### config.mk
export PLATFORM = sky130hd
export DESIGN_NAME = rs_station
export DESIGN_NICKNAME = d
export VERILOG_FILES = /design/src/rtl/rs_station_pkg.sv /design/src/rtl/rs_age_select.sv /design/src/rtl/rs_station.sv
export SDC_FILE = /design/constraint.sdc
export NUM_CORES = 2
export LEC_CHECK = 0
export BUFFER_PORTS_ARGS = -buffer_cell sky130_fd_sc_hd__clkbuf_2
export CORE_MARGIN = 5
export CORE_UTILIZATION = 40
export DETAILED_ROUTE_END_ITERATION = 8
export SLEW_MARGIN = 15
export SYNTH_ARGS = -nofsm -noshare
export SYNTH_HDL_FRONTEND = slang
export SYNTH_SLANG_ARGS = --single-unit
### constraint.sdc
create_clock -name clk_in -period 60.1 [get_ports clk_in]
set_clock_uncertainty 0.2 [all_clocks]
set_input_delay 12.02 -clock clk_in [delete_from_list [all_inputs] [get_ports clk_in]]
set_output_delay 12.02 -clock clk_in [all_outputs]
set_load 0.01 [all_outputs]
### src/rtl/rs_station_pkg.sv
`default_nettype none
// ============================================================================
// Module  : rs_station_pkg
// Brief   : Widths, op-codes and CDB layout shared by the ROB, RS and ALU.
// Rev     : 1.0
// ============================================================================
package rs_station_pkg;

    localparam int RS_TAG_W   = 4;
    localparam int RS_OP_W    = 6;
    localparam int RS_NUM_CDB = 2;
    localparam int XLEN       = 32;

    typedef enum logic [RS_OP_W-1:0] {
        OP_ADD  = 6'd0,
        OP_ADDI = 6'd1,
        OP_SUB  = 6'd2,
        OP_AND  = 6'd3,
        OP_OR   = 6'd4,
        OP_XOR  = 6'd5
    } rs_op_e;

endpackage
`default_nettype wire

### src/rtl/rs_age_select.sv
`default_nettype none
// ============================================================================
// Module  : rs_age_select
// Brief   : Picks the candidate that has no older candidate (age-matrix pick).
// Rev     : 1.0
// ============================================================================
module rs_age_select #(
    parameter int DEPTH = 8,
    parameter int IDX_W = $clog2(DEPTH)
) (
    input  logic [DEPTH-1:0]       i_cand,
    input  logic [DEPTH*DEPTH-1:0] i_age,
    output logic [DEPTH-1:0]       o_grant,
    output logic [IDX_W-1:0]       o_idx,
    output logic                   o_any
);

    // Row j, bit i of the matrix says entry j is older than entry i.
    for (genvar i = 0; i < DEPTH; i++) begin : g_row
        logic [DEPTH-1:0] w_older;
        for (genvar j = 0; j < DEPTH; j++) begin : g_col
            if (j == i) begin : g_self
                assign w_older[j] = 1'b0;
            end else begin : g_other
                assign w_older[j] = i_age[j*DEPTH + i];
            end
        end
        assign o_grant[i] = i_cand[i] & ~|(w_older & i_cand);
    end

    always_comb begin
        o_idx = '0;
        for (int i = 0; i < DEPTH; i++) begin
            if (o_grant[i]) o_idx = o_idx | IDX_W'(i);
        end
    end

    assign o_any = |i_cand;

endmodule
`default_nettype wire

### src/rtl/rs_station.sv
`default_nettype none
// ============================================================================
// Module  : rs_station
// Brief   : Reservation station; buffers ops, snoops the CDB, issues oldest ready.
// Rev     : 1.0
// ============================================================================
module rs_station
    import rs_station_pkg::*;
#(
    parameter int DEPTH   = 8,
    parameter int TAG_W   = RS_TAG_W,
    parameter int OP_W    = RS_OP_W,
    parameter int NUM_CDB = RS_NUM_CDB
) (
    input  logic                        clk_in,
    input  logic                        rst_in,
    input  logic                        rdy_in,
    input  logic                        flush_in,
    input  logic                        disp_valid,
    output logic                        disp_ready,
    input  logic [OP_W-1:0]             disp_op,
    input  logic                        disp_rs1_rdy,
    input  logic                        disp_rs2_rdy,
    input  logic [XLEN-1:0]             disp_rs1_val,
    input  logic [XLEN-1:0]             disp_rs2_val,
    input  logic [TAG_W-1:0]            disp_rs1_tag,
    input  logic [TAG_W-1:0]            disp_rs2_tag,
    input  logic [XLEN-1:0]             disp_imm,
    input  logic [XLEN-1:0]             disp_pc,
    input  logic [TAG_W-1:0]            disp_dest,
    input  logic [NUM_CDB-1:0]          cdb_valid,
    input  logic [NUM_CDB*TAG_W-1:0]    cdb_tag,
    input  logic [NUM_CDB*XLEN-1:0]     cdb_value,
    output logic                        iss_valid,
    input  logic                        iss_ready,
    output logic [OP_W-1:0]             iss_op,
    output logic [XLEN-1:0]             iss_vj,
    output logic [XLEN-1:0]             iss_vk,
    output logic [XLEN-1:0]             iss_imm,
    output logic [XLEN-1:0]             iss_pc,
    output logic [TAG_W-1:0]            iss_dest,
    output logic [$clog2(DEPTH+1)-1:0]  count
);

    localparam int IDX_W = $clog2(DEPTH);
    localparam int CNT_W = $clog2(DEPTH+1);
    localparam logic [CNT_W-1:0] FULL_CNT = CNT_W'(DEPTH);

    logic [DEPTH-1:0] valid_q, valid_d;
    logic [DEPTH-1:0] rs1_rdy_q, rs1_rdy_d, rs2_rdy_q, rs2_rdy_d;
    logic [OP_W-1:0]  op_q [DEPTH];
    logic [OP_W-1:0]  op_d [DEPTH];
    logic [XLEN-1:0]  rs1_val_q [DEPTH];
    logic [XLEN-1:0]  rs1_val_d [DEPTH];
    logic [XLEN-1:0]  rs2_val_q [DEPTH];
    logic [XLEN-1:0]  rs2_val_d [DEPTH];
    logic [TAG_W-1:0] rs1_tag_q [DEPTH];
    logic [TAG_W-1:0] rs1_tag_d [DEPTH];
    logic [TAG_W-1:0] rs2_tag_q [DEPTH];
    logic [TAG_W-1:0] rs2_tag_d [DEPTH];
    logic [XLEN-1:0]  imm_q [DEPTH];
    logic [XLEN-1:0]  imm_d [DEPTH];
    logic [XLEN-1:0]  pc_q [DEPTH];
    logic [XLEN-1:0]  pc_d [DEPTH];
    logic [TAG_W-1:0] dest_q [DEPTH];
    logic [TAG_W-1:0] dest_d [DEPTH];
    logic [DEPTH-1:0] age_q [DEPTH];
    logic [DEPTH-1:0] age_d [DEPTH];
    logic [CNT_W-1:0] count_q, count_d;

    logic [DEPTH*DEPTH-1:0] w_age_flat;
    logic [DEPTH-1:0]       w_grant;
    logic [IDX_W-1:0]       w_sel_idx;
    logic [IDX_W-1:0]       w_alloc_idx;
    logic                   w_disp_fire;
    logic                   w_iss_fire;
    logic [XLEN:0]          w_lk1, w_lk2;

    // Returns {hit, value}; scanning downward lets the lowest channel win.
    function automatic logic [XLEN:0] cdb_lookup(input logic [TAG_W-1:0] tag);
        logic [XLEN:0] res;
        res = '0;
        for (int c = NUM_CDB-1; c >= 0; c--) begin
            if (cdb_valid[c] && (cdb_tag[c*TAG_W +: TAG_W] == tag))
                res = {1'b1, cdb_value[c*XLEN +: XLEN]};
        end
        return res;
    endfunction

    for (genvar i = 0; i < DEPTH; i++) begin : g_age_flat
        assign w_age_flat[i*DEPTH +: DEPTH] = age_q[i];
    end

    rs_age_select #(
        .DEPTH (DEPTH),
        .IDX_W (IDX_W)
    ) u_age_select (
        .i_cand  (valid_q & rs1_rdy_q & rs2_rdy_q),
        .i_age   (w_age_flat),
        .o_grant (w_grant),
        .o_idx   (w_sel_idx),
        .o_any   (iss_valid)
    );

    always_comb begin
        w_alloc_idx = '0;
        for (int i = DEPTH-1; i >= 0; i--) begin
            if (!valid_q[i]) w_alloc_idx = IDX_W'(i);
        end
    end

    assign disp_ready  = (count_q != FULL_CNT);
    assign w_disp_fire = disp_valid & disp_ready & rdy_in & ~flush_in;
    assign w_iss_fire  = iss_valid & iss_ready & rdy_in & ~flush_in;

    always_comb begin
        valid_d   = valid_q;
        rs1_rdy_d = rs1_rdy_q;
        rs2_rdy_d = rs2_rdy_q;
        op_d      = op_q;
        rs1_val_d = rs1_val_q;
        rs2_val_d = rs2_val_q;
        rs1_tag_d = rs1_tag_q;
        rs2_tag_d = rs2_tag_q;
        imm_d     = imm_q;
        pc_d      = pc_q;
        dest_d    = dest_q;
        age_d     = age_q;
        count_d   = count_q;
        w_lk1     = '0;
        w_lk2     = '0;
        if (rdy_in) begin
            if (flush_in) begin
                valid_d = '0;
                count_d = '0;
            end else begin
                for (int i = 0; i < DEPTH; i++) begin
                    w_lk1 = cdb_lookup(rs1_tag_q[i]);
                    w_lk2 = cdb_lookup(rs2_tag_q[i]);
                    if (valid_q[i] && !rs1_rdy_q[i] && w_lk1[XLEN]) begin
                        rs1_rdy_d[i] = 1'b1;
                        rs1_val_d[i] = w_lk1[XLEN-1:0];
                    end
                    if (valid_q[i] && !rs2_rdy_q[i] && w_lk2[XLEN]) begin
                        rs2_rdy_d[i] = 1'b1;
                        rs2_val_d[i] = w_lk2[XLEN-1:0];
                    end
                end
                if (w_iss_fire) valid_d = valid_d & ~w_grant;
                if (w_disp_fire) begin
                    w_lk1 = cdb_lookup(disp_rs1_tag);
                    w_lk2 = cdb_lookup(disp_rs2_tag);
                    valid_d[w_alloc_idx]   = 1'b1;
                    op_d[w_alloc_idx]      = disp_op;
                    rs1_rdy_d[w_alloc_idx] = disp_rs1_rdy | w_lk1[XLEN];
                    rs2_rdy_d[w_alloc_idx] = disp_rs2_rdy | w_lk2[XLEN];
                    rs1_val_d[w_alloc_idx] = disp_rs1_rdy ? disp_rs1_val : w_lk1[XLEN-1:0];
                    rs2_val_d[w_alloc_idx] = disp_rs2_rdy ? disp_rs2_val : w_lk2[XLEN-1:0];
                    rs1_tag_d[w_alloc_idx] = disp_rs1_tag;
                    rs2_tag_d[w_alloc_idx] = disp_rs2_tag;
                    imm_d[w_alloc_idx]     = disp_imm;
                    pc_d[w_alloc_idx]      = disp_pc;
                    dest_d[w_alloc_idx]    = disp_dest;
                    // New entry is younger than everything currently resident.
                    for (int i = 0; i < DEPTH; i++) begin
                        if (valid_q[i]) age_d[i][w_alloc_idx] = 1'b1;
                    end
                    age_d[w_alloc_idx] = ~valid_q;
                end
                case ({w_disp_fire, w_iss_fire})
                    2'b10:   count_d = count_q + CNT_W'(1);
                    2'b01:   count_d = count_q - CNT_W'(1);
                    default: count_d = count_q;
                endcase
            end
        end
    end

    always_ff @(posedge clk_in or posedge rst_in) begin
        if (rst_in) begin
            valid_q   <= '0;
            rs1_rdy_q <= '0;
            rs2_rdy_q <= '0;
            count_q   <= '0;
            for (int i = 0; i < DEPTH; i++) begin
                op_q[i]      <= '0;
                rs1_val_q[i] <= '0;
                rs2_val_q[i] <= '0;
                rs1_tag_q[i] <= '0;
                rs2_tag_q[i] <= '0;
                imm_q[i]     <= '0;
                pc_q[i]      <= '0;
                dest_q[i]    <= '0;
                age_q[i]     <= '0;
            end
        end else begin
            valid_q   <= valid_d;
            rs1_rdy_q <= rs1_rdy_d;
            rs2_rdy_q <= rs2_rdy_d;
            count_q   <= count_d;
            op_q      <= op_d;
            rs1_val_q <= rs1_val_d;
            rs2_val_q <= rs2_val_d;
            rs1_tag_q <= rs1_tag_d;
            rs2_tag_q <= rs2_tag_d;
            imm_q     <= imm_d;
            pc_q      <= pc_d;
            dest_q    <= dest_d;
            age_q     <= age_d;
        end
    end

    assign iss_op   = op_q[w_sel_idx];
    assign iss_vj   = rs1_val_q[w_sel_idx];
    assign iss_vk   = rs2_val_q[w_sel_idx];
    assign iss_imm  = imm_q[w_sel_idx];
    assign iss_pc   = pc_q[w_sel_idx];
    assign iss_dest = dest_q[w_sel_idx];
    assign count    = count_q;

endmodule
`default_nettype wire

==> impl_results.md <==
* Starting Density at 40.17%
* FF-to-FF path depth at 9
* Core area at 187,400 um^2
* # hold bufs at CTS at 0
* Max-Slew Margin vs Limit at 13.55%
* CP Capture Type: primary output
* Setup CP Type: flop to primary output
* Cells after Synth at 8,804
* Max Freq at 52.64 MHz
* Failing checks: design-rule violations
* I/O pins at 372
* TritonRoute pass-1 iters at 9
* Most frequent cells after synthesis: nand2_1, dfrtp_1, clkbuf_1
* Mean Syn Cell Area at 8.550 um^2
* Flop-to-flop setup slack at ~55,000 ps
* Initial antenna violation count at 30
* Die H at 443.8 um
* Gr ovfl total at 0
* Worst r2r src: valid_q[2]$_DFFE_PP0P_
* Sink Count at 1,252
* Final cell count without fillers at approximately 11,000
* Final number of hold-violating endpoints at 0
* Via count at approximately 77,000
* Post-CTS setup buffer count at 0
* Area contributors post-synth: dfrtp_1, nand2_1, a41oi_1
* Hold Path Depth at 2
* Critical path buffer and inverter count at 3
* Syn_nets at 9,034
* Asr flop ratio synth at 100.0%
* Met3 wire length at about 42,000 um
* Synthesized cell area at 75,270 um^2
* Area Growth Syn to Fin at 9.064%
* Count leader, synth: nand2_1
* Worst-path cell chain: and3_1 -> a22oi_1 -> nand3b_1 -> buf_4 -> and4b_4 -> buf_4 -> a2111oi_0 -> nor4_1 -> clkbuf_2
* Outcome: finished with violations
* CTS resizes at 0
* Cell taking the most area after synthesis: dfrtp_1
* CTS tree: built
* Initial DRC Count at 10,820
* Clock buffer depth at 3
* Sequential area share after synthesis at a little over two fifths
* Clock transition at path regs at about 60 ps
* Via density at 7.038
* Maximum vdd ir drop at approximately 0.000028 V
* Vias in the first global route at 75,020
* Crit. path cell count at 9
* Largest net degree at the start of global routing at 217
* Number of cell rows at between 150 and 200
* Port bufs at 371
* Post-synth top area share at 41.62%
* Crit-path max cell delay at 1100 ps
* First-pass GRT wire length at 504,200 um
* Crit path from: valid_q[7]$_DFFE_PP0P_
* Final Power at between 2000 and 3000 uW
* WL final at 342,600 um
* H-Tree Level Count at 4
* Data arrival, critical path at 6780 ps
* Yosys cell types at 75
* Final instance area at 82,100 um^2
* Static leakage at 0.03425 uW
* Seq cells post-synth at 1,252
* Root Buffer: clkbuf_16
* Hold/Removal Path Class: flop to flop
* Num CTS Buffers at 150
* CP Max Fanout at 83
* Routed metal-1 wire length at 127,800 um
* NumNets Final at around 8,500
* Share of layout cells above drive strength 1 at 11.69%
* Actual slew at the worst max-slew pin at 1297 ps
* CP delay by family, top: simple AND/OR/NAND/NOR gates
* Top FF cell, synth: dfrtp_1
* Fin crit share at a little under a third
* Wirelength per Cell at 31.42 um
* HPWL Detailed at 182,000 um
* Worst setup SP type: flop
* DP Area at about 77,000 um^2
* Total GRT Usage at 33.20%
* Routability congestion estimate at 0.9506
* Ys Warns at 0
* WL met2 at 146,700 um
* DR top layer: met5
* Post-route ant nets at 0
* Pins Over Slew Limit at 0
* Full die area at 197,000 um^2
* DRC viols at 13
* Post-synth EDFFs at 0
* Max Cap Viol at 0
* Post-Place Cells at 10,620
* # setup viols final at 0
* Min cycle time layout at 19,000 ps
* Chip width at 443.8 um
* Most used cell, CP: buf_4
* RSZ-0062 raised after global routing: false
* Crit Reg-Reg Endpoint: rs2_val_q[255]$_DFFE_PP0P_
* Setup TNS at 0 ps
* CP endpoint: iss_vk[4]
* Worst-Skew Late Latency at 830 ps
* WP data required at ~48,000 ps
* Pwr Density at 31.42 nW/um^2
* Fin util at 43.81%
* Worst path slowest cell: nor4_1
## power breakdown
part           total [uW]  internal [uW]  switching (uW)  leakage (uW)
Combinational         597            202             395        0.0163
Clock                 935            536             400       0.00240
Sequential           1050            971            76.1        0.0155
## flip-flops by register name (all words and copies together) (netlist names)
name	cells
age_q	56
rs2_tag_q	32
pc_q	256
rs1_rdy_q	8
imm_q	256
rs1_val_q	256
rs2_rdy_q	8
rs2_val_q	256
valid_q	8
rs1_tag_q	32
count	4
op_q	48
dest_q	32
## worst reg2reg max path, stage by stage (launching register included)
cell	delay, ps
dfrtp_1	540
clkinv_1	470
a211oi_2	620
o31ai_4	160
buf_4	320
nand2_4	990
buf_4	760
buf_4	800
a2bb2oi_1	260
o22ai_1	100
## per-stage QoR
stage / worst slack (ps) / hold WS [ps]
detailed placement: 42120 / 257.7
CTS: 41270 / 272.6
finish: 41100 / 268.0
floorplan: 12600 / 241.6
global route: 40880 / 285.6
global placement: 41650 / 252.6
## cell families (layout without fill, tap and decap cells)
family                   Yosys count  in the layout  share of synthesized area (%)
buffers and inverters           1934           1520                          10.31
XOR/XNOR                         117            117                          1.361
other                              0             18                              0
adder cells (fa/ha/maj)            2              2                        0.03324
AND/OR/NAND/NOR                 2496           2496                          13.64
flip-flops                      1252           1252                          41.62
AO/OA/AOI/OAI                   2912           2912                          31.67
multiplexers                      91             91                          1.360
## layer usage
layer	track usage, %	vias to the layer above
met5	0.3907	-
met4	21.49	26
met3	10.41	1688
met2	49.04	5893
met1	41.87	37600
li1	-	31530
## how the worst min path moves through the flow
| stage | endpoint | from | slack (ps) |
|---|---|---|---|
| after global placement | imm_q[55]$_DFFE_PP0P_ | imm_q[55]$_DFFE_PP0P_ | 250 |
| after detailed placement | pc_q[239]$_DFFE_PP0P_ | pc_q[239]$_DFFE_PP0P_ | 260 |
| final | pc_q[172]$_DFFE_PP0P_ | pc_q[172]$_DFFE_PP0P_ | 270 |
| after floorplan | dest_q[4]$_DFFE_PP0P_ | dest_q[4]$_DFFE_PP0P_ | 240 |
| after global routing | dest_q[4]$_DFFE_PP0P_ | dest_q[4]$_DFFE_PP0P_ | 290 |
| after CTS | imm_q[241]$_DFFE_PP0P_ | imm_q[241]$_DFFE_PP0P_ | 270 |
## placed cells by master (no fill, tap or decap), types with 136 or more instances in the layout
cell,count
nand2_1,2017
dfrtp_1,1252
inv_1,703
a41oi_1,558
a2111oi_0,532
a32oi_1,417
o22a_1,416
o21ai_0,414
clkbuf_2,371
buf_4,162
clkbuf_16,155
nor4_1,136
## final cells by class
| type | instances | area (um^2) |
|---|---|---|
| Clock buffer | 227 | 4419 |
| Antenna cell | 18 | 45.04 |
| Clock inverter | 37 | 508.0 |
| Tap cell | 2495 | 3122 |
| Fill cell | 18230 | 105300 |
| Inverter | 707 | 2661 |
| Timing Repair Buffer | 549 | 3393 |
| Sequential cell | 1252 | 31330 |
| Multi-Input combinational cell | 5618 | 36620 |
Power figures use the tool's default switching activity.
